### config.mk
export PLATFORM = sky130hd
export DESIGN_NAME = sa_feed_skew_flat
export DESIGN_NICKNAME = d
export VERILOG_FILES = /design/src/rtl/sa_feed_skew_if.sv /design/src/rtl/sa_feed_skew.sv /design/src/flat_wrapper.sv
export SDC_FILE = /design/constraint.sdc
export NUM_CORES = 1
export LEC_CHECK = 0
export CAP_MARGIN = 25
export CORE_ASPECT_RATIO = 0.9
export CORE_UTILIZATION = 50
export DETAILED_ROUTE_END_ITERATION = 7
export PLACE_DENSITY_LB_ADDON = 0.15
export SYNTH_ARGS = -nofsm -noshare
export SYNTH_HDL_FRONTEND = slang
export SYNTH_SLANG_ARGS = --single-unit
### constraint.sdc
create_clock -name clk -period 5.08 [get_ports clk]
set_input_delay 1.27 -clock clk [delete_from_list [all_inputs] [get_ports clk]]
set_output_delay 1.27 -clock clk [all_outputs]
set_load 0.05 [all_outputs]
### src/rtl/sa_feed_skew_if.sv
// Tile input handshake plus skewed array-edge outputs of the systolic feeder.
interface sa_feed_skew_if #(
  parameter int data_width = 19,
  parameter int ROWS       = 4,
  parameter int COLS       = 4,
  parameter int K_WIDTH    = 8
);
  logic                       start;
  logic [K_WIDTH-1:0]         k_len;
  logic                       in_valid;
  logic                       in_ready;
  logic [ROWS*data_width-1:0] in_act;
  logic [COLS*data_width-1:0] in_weight;
  logic [ROWS*data_width-1:0] act_left;
  logic [COLS*data_width-1:0] weight_above;
  logic                       w_en;
  logic                       w_compute;
  logic                       busy;
  logic                       done;

  modport master (
    output start, k_len, in_valid, in_act, in_weight,
    input  in_ready, act_left, weight_above, w_en, w_compute, busy, done
  );

  modport slave (
    input  start, k_len, in_valid, in_act, in_weight,
    output in_ready, act_left, weight_above, w_en, w_compute, busy, done
  );
endinterface

### src/rtl/sa_feed_skew.sv
// Skews a K-vector tile onto the systolic array edges and drives w_en/w_compute through the drain.
// Lane r/c lands r/c steps after lane 0; in_valid gaps freeze every chain stage, nothing is lost.
module sa_feed_skew #(
  parameter int data_width = 19,
  parameter int ROWS       = 4,
  parameter int COLS       = 4,
  parameter int K_WIDTH    = 8
) (
  input logic         clk,
  input logic         rst_n,
  sa_feed_skew_if.slave bus
);

  localparam int FLUSH_LEN = ROWS + COLS - 2;
  localparam int FW        = (FLUSH_LEN > 1) ? $clog2(FLUSH_LEN) : 1;
  localparam logic [FW-1:0] FCNT_LAST = (FLUSH_LEN > 0) ? FW'(FLUSH_LEN - 1) : '0;

  typedef enum logic [2:0] {
    IDLE,
    LOAD,
    STREAM,
    FLUSH,
    DONE
  } state_t;

  state_t             state, state_nxt;
  logic [K_WIDTH-1:0] cnt, cnt_nxt;
  logic [FW-1:0]      fcnt, fcnt_nxt;
  logic               step;
  logic               feed_live;
  logic               w_compute_q;

  always_ff @(posedge clk or negedge rst_n) begin
    if (!rst_n) begin
      state <= IDLE;
      cnt   <= '0;
      fcnt  <= '0;
    end else begin
      state <= state_nxt;
      cnt   <= cnt_nxt;
      fcnt  <= fcnt_nxt;
    end
  end

  always_comb begin
    state_nxt = state;
    cnt_nxt   = cnt;
    fcnt_nxt  = fcnt;
    case (state)
      IDLE: begin
        if (bus.start) begin
          state_nxt = LOAD;
          cnt_nxt   = bus.k_len;
        end
      end
      LOAD: state_nxt = (cnt != '0) ? STREAM : DONE;
      STREAM: begin
        if (bus.in_valid) begin
          cnt_nxt = cnt - 1'b1;
          if (cnt == K_WIDTH'(1)) begin
            fcnt_nxt  = '0;
            state_nxt = (FLUSH_LEN == 0) ? DONE : FLUSH;
          end
        end
      end
      FLUSH: begin
        if (fcnt == FCNT_LAST) state_nxt = DONE;
        else                   fcnt_nxt  = fcnt + 1'b1;
      end
      DONE:    state_nxt = IDLE;
      default: state_nxt = IDLE;
    endcase
  end

  // A step is either an accepted vector or a drain cycle injecting zeros.
  assign feed_live = (state == STREAM);
  assign step      = (feed_live && bus.in_valid) || (state == FLUSH);

  always_ff @(posedge clk or negedge rst_n) begin
    if (!rst_n) w_compute_q <= 1'b0;
    else        w_compute_q <= step;
  end

  assign bus.in_ready  = feed_live;
  assign bus.w_en      = (state == LOAD);
  assign bus.done      = (state == DONE);
  assign bus.busy      = (state != IDLE);
  assign bus.w_compute = w_compute_q;

  for (genvar r = 0; r < ROWS; r++) begin : g_act
    logic [data_width-1:0] sr [0:r];
    always_ff @(posedge clk or negedge rst_n) begin
      if (!rst_n) begin
        for (int i = 0; i <= r; i++) sr[i] <= '0;
      end else if (step) begin
        sr[0] <= feed_live ? bus.in_act[r*data_width +: data_width] : '0;
        for (int i = 1; i <= r; i++) sr[i] <= sr[i-1];
      end
    end
    assign bus.act_left[r*data_width +: data_width] = sr[r];
  end

  for (genvar c = 0; c < COLS; c++) begin : g_wgt
    logic [data_width-1:0] sr [0:c];
    always_ff @(posedge clk or negedge rst_n) begin
      if (!rst_n) begin
        for (int i = 0; i <= c; i++) sr[i] <= '0;
      end else if (step) begin
        sr[0] <= feed_live ? bus.in_weight[c*data_width +: data_width] : '0;
        for (int i = 1; i <= c; i++) sr[i] <= sr[i-1];
      end
    end
    assign bus.weight_above[c*data_width +: data_width] = sr[c];
  end

endmodule

### src/flat_wrapper.sv
// flat-port wrapper written by rule: the top's interface ports become plain ports
module sa_feed_skew_flat 
#(
  parameter int data_width = 19,
  parameter int ROWS       = 4,
  parameter int COLS       = 4,
  parameter int K_WIDTH    = 8
)
  (clk, rst_n, bus_start, bus_k_len, bus_in_valid, bus_in_act, bus_in_weight, bus_in_ready, bus_act_left, bus_weight_above, bus_w_en, bus_w_compute, bus_busy, bus_done);
  sa_feed_skew_if #(.data_width(data_width), .ROWS(ROWS), .COLS(COLS), .K_WIDTH(K_WIDTH)) bus_i ();
  input logic clk;
  input logic rst_n;
  input wire logic [$bits(bus_i.start)-1:0] bus_start;
  input wire logic [$bits(bus_i.k_len)-1:0] bus_k_len;
  input wire logic [$bits(bus_i.in_valid)-1:0] bus_in_valid;
  input wire logic [$bits(bus_i.in_act)-1:0] bus_in_act;
  input wire logic [$bits(bus_i.in_weight)-1:0] bus_in_weight;
  output wire logic [$bits(bus_i.in_ready)-1:0] bus_in_ready;
  output wire logic [$bits(bus_i.act_left)-1:0] bus_act_left;
  output wire logic [$bits(bus_i.weight_above)-1:0] bus_weight_above;
  output wire logic [$bits(bus_i.w_en)-1:0] bus_w_en;
  output wire logic [$bits(bus_i.w_compute)-1:0] bus_w_compute;
  output wire logic [$bits(bus_i.busy)-1:0] bus_busy;
  output wire logic [$bits(bus_i.done)-1:0] bus_done;
  assign bus_i.start = bus_start;
  assign bus_i.k_len = bus_k_len;
  assign bus_i.in_valid = bus_in_valid;
  assign bus_i.in_act = bus_in_act;
  assign bus_i.in_weight = bus_in_weight;
  assign bus_in_ready = bus_i.in_ready;
  assign bus_act_left = bus_i.act_left;
  assign bus_weight_above = bus_i.weight_above;
  assign bus_w_en = bus_i.w_en;
  assign bus_w_compute = bus_i.w_compute;
  assign bus_busy = bus_i.busy;
  assign bus_done = bus_i.done;
  sa_feed_skew #(.data_width(data_width), .ROWS(ROWS), .COLS(COLS), .K_WIDTH(K_WIDTH)) u_core (.clk(clk), .rst_n(rst_n), .bus(bus_i));
endmodule
# --- Yosys cells after proc, flatten, opt, wreduce, memory -nomap -nowiden ---
# Cells that the tools add are included.
# Widths: inputs -> output; s select.
classes:
  addsub: 2
  n_eq_ne: 11
  muxes: 21
  reduce_logical: 10
op_table:
  columns: ["cell", "count"]
  rows:
  - ["$mux 19", 8]
  - ["$mux 3", 8]
  - ["$mux 8", 2]
  - ["$pmux 8 s2", 1]
  - ["$pmux 3 s4", 1]
  - ["$eq 8x1->1 const B", 1]
  - ["$ne 2x2->1 const B", 4]
  - ["$reduce_and 4->1", 2]
  - ["$reduce_bool 8->1", 1]
  - ["$sub 8x1->8 const B", 1]
  - ["$eq 3x2->1 const B", 2]
  - ["$eq 3x3->1 const B", 2]
  - ["$pmux 3 s2", 1]
  - ["$reduce_bool 2->1", 2]
  - ["$add 3x1->3 const B", 1]
  - ["$eq 3x1->1 const B", 1]
  - ["$logic_not 3->1", 1]
  - ["$reduce_and 3->1", 1]
  - ["$reduce_bool 3->1", 1]
  - ["$ne 2x1->1 const B", 1]
  - ["$logic_and 1x1->1", 1]
  - ["$logic_or 1x1->1", 1]
word_totals:
  regBits: 395
  in_bits: 164
  output_inout_bits: 157
  elab_cells: 68

# --- Logic depth before layout (Yosys ltp) ---
# Gate-level depths: netlist of the first run.
depth:
  depth_word: 4
  ltp_mapped: 9
  mapped_depth_nobuf: 6

# --- Worst setup path after synthesis of the first run ---
# No wires, ideal clock.
synth_path:
  path_type: "reg2out"
  from: "reg u_core.state[1]"
  to: "out bus_done"
  arrival_ns: 1.592
  setup_slack_ns: 2.218
  path_stages_with_launch: 3
  n_path_buf: 1
  cell_sequence: "dfrtp_1 > buf_4 > nor3_1"
synth_between:
  elab_chain_len: 1
synth_rtl:
  columns: ["element", "line_no", "source"]
  rows:
  - ["start, declared", "sa_feed_skew.sv:26", "state_t state, state_nxt;"]
  - ["start signal, assigned", "sa_feed_skew.sv:39", "state <= state_nxt;"]
  - ["$eq 3x3->1", "sa_feed_skew.sv:86", "assign bus.done = (state == DONE);"]
  - ["end, declared", "flat_wrapper.sv:24", "output wire logic [$bits(bus_i.done)-1:0] bus_done;"]
# Every way passes these cells.

# --- Final worst setup path of the first run ---
layout_path:
  from: "reg u_core.state[0]"
  to: "out bus_in_ready"
layout_between:
  elab_chain_len: 1
layout_rtl:
  columns: ["element", "line_no", "source"]
  rows:
  - ["$eq 3x2->1", "sa_feed_skew.sv:76", "assign feed_live = (state == STREAM);"]
  - ["end, declared", "flat_wrapper.sv:18", "output wire logic [$bits(bus_i.in_ready)-1:0] bus_in_ready;"]
# Every way passes these cells.

==> flow_metrics.py, run 1 <==
metrics = {
    "grt": {
        "antenna_found_initial": 4,
        "grt_pass1_vias": 10500,
        "grt_start_max_net_pins": 188,
        "overflow": 0,
        "grt_usage_pct": 20.9,
        "grt_pass1_wl_um": 54800,
    },
    "synth": {
        "synthTopCellsByArea": "dfrtp_1 62%, nand2_1 16%, a22o_1 8.3%",
        "ys_ff_latch": 395,
        "synth_edf_count": 0,
        "yosys_warnings": 0,
        "ys_seq_area_share_pct": 61.9,
        "synth_cell_type_count": 38,
        "ys.flop_type": "dfrtp_1",
        "synth_top_area_cell": "dfrtp_1",
        "async_flop_share_pct": 100,
        "synthCells": 1521,
        "syn_area_sq_um": 16000,
        "synth_top_area_share_pct": 61.9,
        "avgSynthCellArea_sq_um": 10.5,
        "synth_common_cells": "690 x nand2_1, 395 x dfrtp_1, 152 x a22o_1",
        "yosysMostFrequentCell": "nand2_1",
        "syn-num-nets": 1689,
    },
    "timing": {
        "layout_setup_ws_ps": 1050,
        "max-slew-margin-rel_pct": 36.7,
        "hold_viol_final": 0,
        "rsz0062_at_grt": "false",
        "finalClockSkew_ps": 10.1,
        "post-route-period-util_pct": 79.2,
        "tns_ps": 0,
        "fmax_mhz": 248,
        "min_period_ps": 4030,
        "drv_slew": 0,
        "setup_viol": 0,
        "tightest_slew_ps": 950,
    },
    "flow_run": {
        "max_cap_violations": 0,
    },
    "placement": {
        "hpwl_um": 21300,
        "gp_congestion": 0.790,
        "io_buffer_count": 320,
        "place_ws_ps": 1350,
    },
    "critical_path": {
        "crit_buf_inv": 2,
        "crit_required_ps": 3810,
        "start_kind": "flop",
        "path_cells": "or3b_2 -> inv_1 -> clkdlybuf4s50_1",
        "rrSetupSlack_ps": 2530,
        "path_class": "flop to output port",
        "arrival_ps": 2760,
        "slowest_stage": "clkdlybuf4s50_1",
        "slowest_delay_ps": 840,
        "end_kind": "output port",
        "worst-path-max-fanout": 16,
        "crit_family": "buffers and inverters",
    },
    "floorplanning": {
        "die_h_um": 172,
        "die-area_sq_um": 32700,
        "initial_utilization_pct": 51.3,
        "ioPinCount": 321,
        "row_count": 61,
        "coreArea_sq_um": 31100,
        "fp.dieW_um": 190,
    },
    "power": {
        "cellLeakagePower_nw": 9.75,
        "ir_worst_vdd_v": 0.000606,
        "p_per_area_nw_per_um2": 734,
        "total_power_mw": 14.4,
    },
    "routing": {
        "first_pass_iters": 5,
        "drc": 0,
        "finalWirelength_um": 33800,
        "drt-initial-drc-count": 751,
        "num_vias": 10700,
        "ant_nets": 0,
        "wl_per_cell_um": 15.9,
        "via_per_inst": 5.02,
    },
    "min_path": {
        "hold_class": "flop to flop",
    },
    "clocking": {
        "cts_made_buffers": 41,
        "h-tree-depth": 2,
        "cts_setup_buffers": 0,
        "clk_pin_slew_ps": 60,
        "ctsResizeCount": 0,
        "clock-sinks": 395,
        "hold_buffers": 0,
        "ctsRootBufferMaster": "clkbuf_16",
        "cts_tree": "built",
        "clockBufferDepth": 3,
        "clock_latency_ps": 510,
    },
    "final_layout": {
        "drive_above_1_share_pct": 4.83,
        "multi_input_area_sq_um": 4430,
        "num-fill-cells": 2538,
        "syn2layout_area_growth_pct": 22.7,
        "seq_area_sq_um": 9880,
        "nets": 1862,
        "fin_util_pct": 63.0,
    },
    "outcome": {
        "status": "finished clean",
    },
}
==> tightest hold or removal path: stages, from the launching register on <==
cell,delay [ps]
dfrtp_1,340
nand2_1,50
nand2_1,50
==> kinds of logic (layout without fill, tap and decap cells) <==
kind of cell | count (synthesis) | count (layout) | share of synthesized area [%]
other | 0 | 2 | 0
AO/OA/AOI/OAI | 180 | 180 | 9.36
multiplexers | 5 | 5 | 0.313
AND/OR/NAND/NOR | 726 | 726 | 17.6
buffers and inverters | 211 | 410 | 10.5
flip-flops | 395 | 395 | 61.9
adder cells (fa/ha/maj) | 4 | 4 | 0.313
==> metrics by stage <==
stage	instances	hold slack, ps	area (sq um)
floorplan	1521	437	16000
global placement	2060	444	18200
detailed placement	2060	449	18200
CTS	2129	464	19600
global route	2129	479	19600
finish	2131	461	19600
==> path summary, 6_finish.rpt <==
path / from / to / cells past startpoint
max in group asynchronous: rst_n / u_core.bus.weight_above[45] / 2
min in group asynchronous: rst_n / u_core.g_act[0].sr[6] / 1
hold / removal: u_core.g_wgt[3].sr[37] / u_core.bus.weight_above[75] / 2
hold reg to reg: u_core.g_wgt[3].sr[37] / u_core.bus.weight_above[75] / 2
setup reg to reg: u_core.state[1] / u_core.bus.act_left[62] / 6
setup / recovery: u_core.state[0] / bus_in_ready / 3
==> where the power goes <==
group / leakage [nW] / internal (mW) / total (mW) / switching, mW
combinational: 4.03 / 2.10 / 6.11 / 4.01
sequential: 5.04 / 4.49 / 5.25 / 0.753
clock: 0.674 / 1.86 / 3.03 / 1.17
==> cell usage in the layout (no fill, tap or decap), types with 8 or more instances in the layout <==
master,synthesis,routed
clkdlybuf4s50_1,0,319
a21oi_1,12,12
a22o_1,152,152
clkbuf_1,6,8
nor2_1,8,8
clkbuf_8,0,9
dfrtp_1,395,395
o21ai_0,8,8
buf_4,127,8
nand2_1,690,690
clkbuf_16,0,41
==> registers in the layout, summed over array words and instances (netlist names) <==
register / flops
u_core.g_act.sr: 133
u_core.g_wgt.sr: 133
u_core.bus.act_left: 57
u_core.fcnt: 3
u_core.cnt: 8
u_core.bus.weight_above: 57
u_core.state: 3
u_core.bus.w_compute: 1
==> per-layer routing <==
metal | wire [um] | up-vias | GRT usage (%) | share of wire (%)
met3 | 1740 | 47 | 4.37 | 5.1
met2 | 15800 | 235 | 32.3 | 47
met4 | 612 | 4 | 5.32 | 1.8
met1 | 15600 | 5249 | 29.9 | 46
li1 | - | 5165 | - | -
met5 | 25 | - | 0 | 0.074
==> area by class of cell <==
class	instances	area share [%]
clock inverters	11	0.919
diodes	2	0.0255
inverters	7	0.159
repair buffers	334	17.3
multi-input cells	915	22.6
clock buffers	58	6.02
flip-flops and latches	395	50.4
well taps	409	2.61
No activity file was read; power rests on OpenSTA's default activity.
==> inputs of run 2 (changes only) <==
==> constraint.sdc (replaced) <==
create_clock -name clk -period 4 [get_ports clk]
set_input_delay 1 -clock clk [delete_from_list [all_inputs] [get_ports clk]]
set_output_delay 1 -clock clk [all_outputs]
set_load 0.05 [all_outputs]
==> flow_metrics.py, run 2 (synthesis gave the netlist of run 1 again) <==
metrics = {
    "outcome": {
        "status": "finished clean",
    },
    "timing": {
        "min_period_ps": 3730,
        "finalClockSkew_ps": 11.2,
        "setup_viol": 0,
        "max-slew-margin-rel_pct": 44.5,
        "tightest_slew_ps": 832,
        "holdWs_ps": 461,
        "tns_ps": 0,
        "post-route-period-util_pct": 93.3,
        "drv_slew": 0,
        "rsz0062_at_grt": "false",
        "hold_viol_final": 0,
        "fmax_mhz": 268,
        "layout_setup_ws_ps": 267,
    },
    "routing": {
        "dr_wl_met2_um": 15300,
        "drc": 0,
        "wl_per_cell_um": 15.8,
        "via_per_inst": 5.01,
        "ant_nets": 0,
        "met1Wirelength_um": 15500,
        "first_pass_iters": 4,
        "met3_length_um": 1980,
        "routed.top_layer": "met5",
        "finalWirelength_um": 33600,
        "drt-initial-drc-count": 749,
        "num_vias": 10700,
    },
    "critical_path": {
        "arrival_ps": 2730,
        "path_class": "flop to output port",
        "start_kind": "flop",
        "worstSetupPathDepth": 3,
        "worstSetupEndpoint": "bus_in_ready",
        "slowest_stage": "clkdlybuf4s50_1",
        "crit_start": "u_core.state[0]",
        "crit_required_ps": 3000,
        "rrSetupSlack_ps": 1910,
        "slowest_delay_ps": 830,
        "crit_family": "buffers and inverters",
        "r2r_cells": 4,
        "path_cells": "or3b_2 -> inv_1 -> clkdlybuf4s50_1",
        "end_kind": "output port",
        "worst-path-max-fanout": 16,
        "r2r_end": "u_core.g_act[3].sr[61]",
        "reg2reg_from": "u_core.state[1]",
        "crit_buf_inv": 2,
    },
    "clocking": {
        "clk_pin_slew_ps": 60,
        "hold_buffers": 0,
        "h-tree-depth": 2,
        "ctsRootBufferMaster": "clkbuf_16",
        "cts_made_buffers": 40,
        "cts_setup_buffers": 0,
        "ctsResizeCount": 0,
        "clockBufferDepth": 3,
        "cts_tree": "built",
        "clock-sinks": 395,
        "clock_latency_ps": 520,
    },
    "grt": {
        "grt_pass1_vias": 10400,
        "grt_pass1_wl_um": 54000,
        "antenna_found_initial": 2,
        "grt_usage_pct": 20.6,
        "overflow": 0,
        "grt_start_max_net_pins": 173,
    },
    "floorplanning": {
        "ioPinCount": 321,
        "initial_utilization_pct": 51.3,
        "fp.dieW_um": 190,
        "die-area_sq_um": 32700,
        "coreArea_sq_um": 31100,
        "die_h_um": 172,
        "row_count": 61,
    },
    "power": {
        "intPower_mw": 10.7,
        "swShare_pct": 41.5,
        "switchingPower_mw": 7.56,
        "comb_power_share_pct": 43.1,
        "ir_worst_vdd_v": 0.000542,
        "seqPwrFrac_pct": 36.5,
        "cellLeakagePower_nw": 9.76,
        "clkPwrFrac_pct": 20.4,
        "p_per_area_nw_per_um2": 927,
    },
    "final_layout": {
        "layout_common_cells": "690 x nand2_1, 395 x dfrtp_1, 319 x clkdlybuf4s50_1",
        "n_antenna_cell": 0,
        "drive_above_1_share_pct": 5.04,
        "reg_top3": "u_core.g_act.sr (133), u_core.g_wgt.sr (133)",
        "final_area_sq_um": 19600,
        "fin_util_pct": 63.1,
        "num-fill-cells": 2515,
        "syn2layout_area_growth_pct": 22.9,
        "nets": 1864,
        "final_common_cell": "nand2_1",
    },
    "placement": {
        "io_buffer_count": 320,
        "place_ws_ps": 826,
        "gp_congestion": 0.817,
        "dpl_cell_area_sq_um": 18300,
        "hpwl_um": 21100,
    },
    "min_path": {
        "hold_class": "flop to flop",
    },
    "flow_run": {
        "max_cap_violations": 0,
    },
}
## run 2: worst min path at each step
| stage | startpoint | to | slack, ps | depth (start not counted) |
|---|---|---|---|---|
| after floorplan | u_core.g_act[2].sr[19] | u_core.bus.act_left[38] | 440 | 2 |
| after global placement | u_core.g_act[2].sr[53] | u_core.g_act[2].sr[34] | 440 | 2 |
| after detailed placement | u_core.g_act[3].sr[44] | u_core.g_act[3].sr[25] | 450 | 2 |
| after CTS | u_core.g_wgt[3].sr[19] | u_core.bus.weight_above[57] | 460 | 2 |
| after global routing | u_core.g_wgt[2].sr[19] | u_core.bus.weight_above[38] | 480 | 2 |
| final | u_core.g_wgt[2].sr[19] | u_core.bus.weight_above[38] | 460 | 2 |
## run 2: routing by layer
layer  vias to the layer above  track usage [%]
met4                         2             6.71
li1                       5154                -
met1                      5239             29.8
met2                       246             30.5
met5                         -                0
met3                        50             5.08
## run 2: tightest hold or removal path: cells and delay by family, from the launching register on
family	cells	cell delay [ps]
flip-flops	1	340
AND/OR/NAND/NOR	2	90
## run 2: per-stage QoR
| stage | total power, mW | instances |
|---|---|---|
| after global placement | 14.4 | 2063 |
| after CTS | 18.4 | 2134 |
| after global routing | 19.4 | 2134 |
| after floorplan | 13.2 | 1521 |
| final | 18.2 | 2134 |
| after detailed placement | 14.6 | 2063 |
## run 2: cell type report
cell class                      instances  area (sq um)  share of cell area, %
Tap cell                              409           512                   2.61
Timing Repair Buffer                  337          3460                   17.6
Sequential cell                       395          9880                   50.3
Clock buffer                           61          1210                   6.17
Multi-Input combinational cell        915          4430                   22.6
Inverter                                7          31.3                  0.159
Clock inverter                         10           110                  0.561
## run 2: power groups by stage
stage	Sequential [mW]	Clock (mW)	Combinational (mW)
floorplan	7.04	0	6.20
global placement	6.64	0	7.78
detailed placement	6.69	0	7.91
CTS	6.65	3.81	7.95
global route	6.86	3.98	8.52
finish	6.65	3.71	7.86
==> inputs of run 3 (changes only) <==
--- a/config.mk
+++ b/config.mk
@@ -6,7 +6,7 @@
 export NUM_CORES = 1
 export LEC_CHECK = 0
 export CAP_MARGIN = 25
-export CORE_ASPECT_RATIO = 0.9
+export CORE_ASPECT_RATIO = 0.5
 export CORE_UTILIZATION = 50
 export DETAILED_ROUTE_END_ITERATION = 7
 export PLACE_DENSITY_LB_ADDON = 0.15
==> flow_metrics.py, run 3 (synthesis gave the netlist of run 1 again) <==
metrics = {
    "min_path": {
        "hold_class": "flop to flop",
    },
    "final_layout": {
        "layout_common_cells": "690 x nand2_1, 395 x dfrtp_1, 319 x clkdlybuf4s50_1",
        "num-fill-cells": 2486,
        "fin_util_pct": 63.5,
        "drive_above_1_share_pct": 4.84,
        "final_area_sq_um": 19600,
        "final_common_cell": "nand2_1",
        "syn2layout_area_growth_pct": 22.7,
        "nets": 1856,
        "n_antenna_cell": 0,
        "reg_top3": "u_core.g_act.sr (133), u_core.g_wgt.sr (133)",
    },
    "floorplanning": {
        "initial_utilization_pct": 51.8,
        "fp.dieW_um": 255,
        "ioPinCount": 321,
        "die-area_sq_um": 32700,
        "row_count": 45,
        "coreArea_sq_um": 30900,
        "die_h_um": 128,
    },
    "timing": {
        "max-slew-margin-rel_pct": 36.1,
        "tightest_slew_ps": 958,
        "fmax_mhz": 267,
        "rsz0062_at_grt": "false",
        "min_period_ps": 3740,
        "tns_ps": 0,
        "setup_viol": 0,
        "drv_slew": 0,
        "post-route-period-util_pct": 93.6,
        "hold_viol_final": 0,
        "finalClockSkew_ps": 14.7,
    },
    "grt": {
        "overflow": 0,
        "antenna_found_initial": 2,
        "grt_pass1_vias": 10600,
        "grt_pass1_wl_um": 54600,
        "grt_usage_pct": 20.7,
        "grt_start_max_net_pins": 206,
    },
    "clocking": {
        "ctsRootBufferMaster": "clkbuf_16",
        "h-tree-depth": 2,
        "clock_latency_ps": 520,
        "cts_setup_buffers": 0,
        "clockBufferDepth": 3,
        "ctsResizeCount": 0,
        "cts_tree": "built",
        "hold_buffers": 0,
        "clk_pin_slew_ps": 70,
        "cts_made_buffers": 36,
        "clock-sinks": 395,
    },
    "placement": {
        "dpl_cell_area_sq_um": 18300,
        "io_buffer_count": 320,
        "gp_congestion": 0.811,
        "hpwl_um": 21300,
    },
    "power": {
        "cellLeakagePower_nw": 9.73,
        "comb_power_share_pct": 43.0,
        "ir_worst_vdd_v": 0.000695,
        "switchingPower_mw": 7.56,
        "clkPwrFrac_pct": 20.5,
        "swShare_pct": 41.6,
        "intPower_mw": 10.6,
        "p_per_area_nw_per_um2": 927,
        "seqPwrFrac_pct": 36.5,
    },
    "routing": {
        "ant_nets": 0,
        "drt-initial-drc-count": 843,
        "num_vias": 10600,
        "via_per_inst": 4.97,
        "drc": 0,
        "wl_per_cell_um": 15.7,
        "first_pass_iters": 5,
        "finalWirelength_um": 33600,
    },
    "critical_path": {
        "end_kind": "output port",
        "worst-path-max-fanout": 16,
        "arrival_ps": 2740,
        "crit_required_ps": 3000,
        "start_kind": "flop",
        "path_class": "flop to output port",
    },
    "flow_run": {
        "max_cap_violations": 0,
    },
    "outcome": {
        "status": "finished clean",
    },
}
## run 3: cell types whose count changed in the layout (fill, tap and decap cells not counted)
cell	change
buf_4	-5
clkinv_2	+4
clkinv_4	+3
clkbuf_8	-8
clkbuf_1	-7
buf_12	+1
clkbuf_16	-4
bufinv_16	+5
## run 3: critical path, cell delays in order, from the launching register on
cell and delay [ps]:
dfrtp_1 500, or3b_2 690, inv_1 210, clkdlybuf4s50_1 830
## run 3: path summary, 6_finish.rpt
path	cells past startpoint	endpoint	slack [ps]	startpoint
worst max register to register	6	u_core.state[1]	1810	u_core.cnt[0]
worst min register to register	2	u_core.bus.act_left[19]	460	u_core.g_act[1].sr[19]
max in group asynchronous	2	u_core.bus.act_left[45]	2510	rst_n
worst max-delay path	3	bus_in_ready	260	u_core.state[0]
worst min-delay path	2	u_core.bus.act_left[19]	460	u_core.g_act[1].sr[19]
min in group asynchronous	1	u_core.cnt[7]	520	rst_n
## run 3: stage by stage
| stage | power (mW) | instances | worst slack, ps | hold WS (ps) |
|---|---|---|---|---|
| after floorplan | 13.2 | 1521 | 1410 | 437 |
| after global placement | 14.3 | 2073 | 843 | 447 |
| after detailed placement | 14.6 | 2073 | 789 | 449 |
| after CTS | 18.4 | 2137 | 217 | 462 |
| after global routing | 19.3 | 2137 | 128 | 477 |
| final | 18.2 | 2137 | 257 | 460 |
## run 3: area by class of cell
| type | instances | area [sq um] | area share [%] |
|---|---|---|---|
| inverters | 7 | 31.3 | 0.160 |
| clock buffers | 42 | 975 | 4.97 |
| well taps | 423 | 529 | 2.70 |
| multi-input cells | 915 | 4430 | 22.6 |
| flip-flops and latches | 395 | 9880 | 50.4 |
| repair buffers | 333 | 3440 | 17.6 |
| clock inverters | 22 | 307 | 1.56 |
## run 3: layer usage
| metal | up-vias | routed length [um] | global-route usage [%] |
|---|---|---|---|
| li1 | 5133 | - | - |
| met1 | 5278 | 14700 | 27.8 |
| met2 | 169 | 16600 | 34.2 |
| met3 | 51 | 1600 | 4.79 |
| met4 | 0 | 585 | 4.93 |
| met5 | - | 0 | 0 |
## run 3: power by group through the flow
| stage | Combinational [mW] | Sequential (mW) | Clock (mW) |
|---|---|---|---|
| after detailed placement | 7.89 | 6.69 | 0 |
| after global placement | 7.71 | 6.62 | 0 |
| after global routing | 8.48 | 6.84 | 4.00 |
| after floorplan | 6.20 | 7.04 | 0 |
| after CTS | 7.92 | 6.64 | 3.82 |
| final | 7.82 | 6.64 | 3.72 |
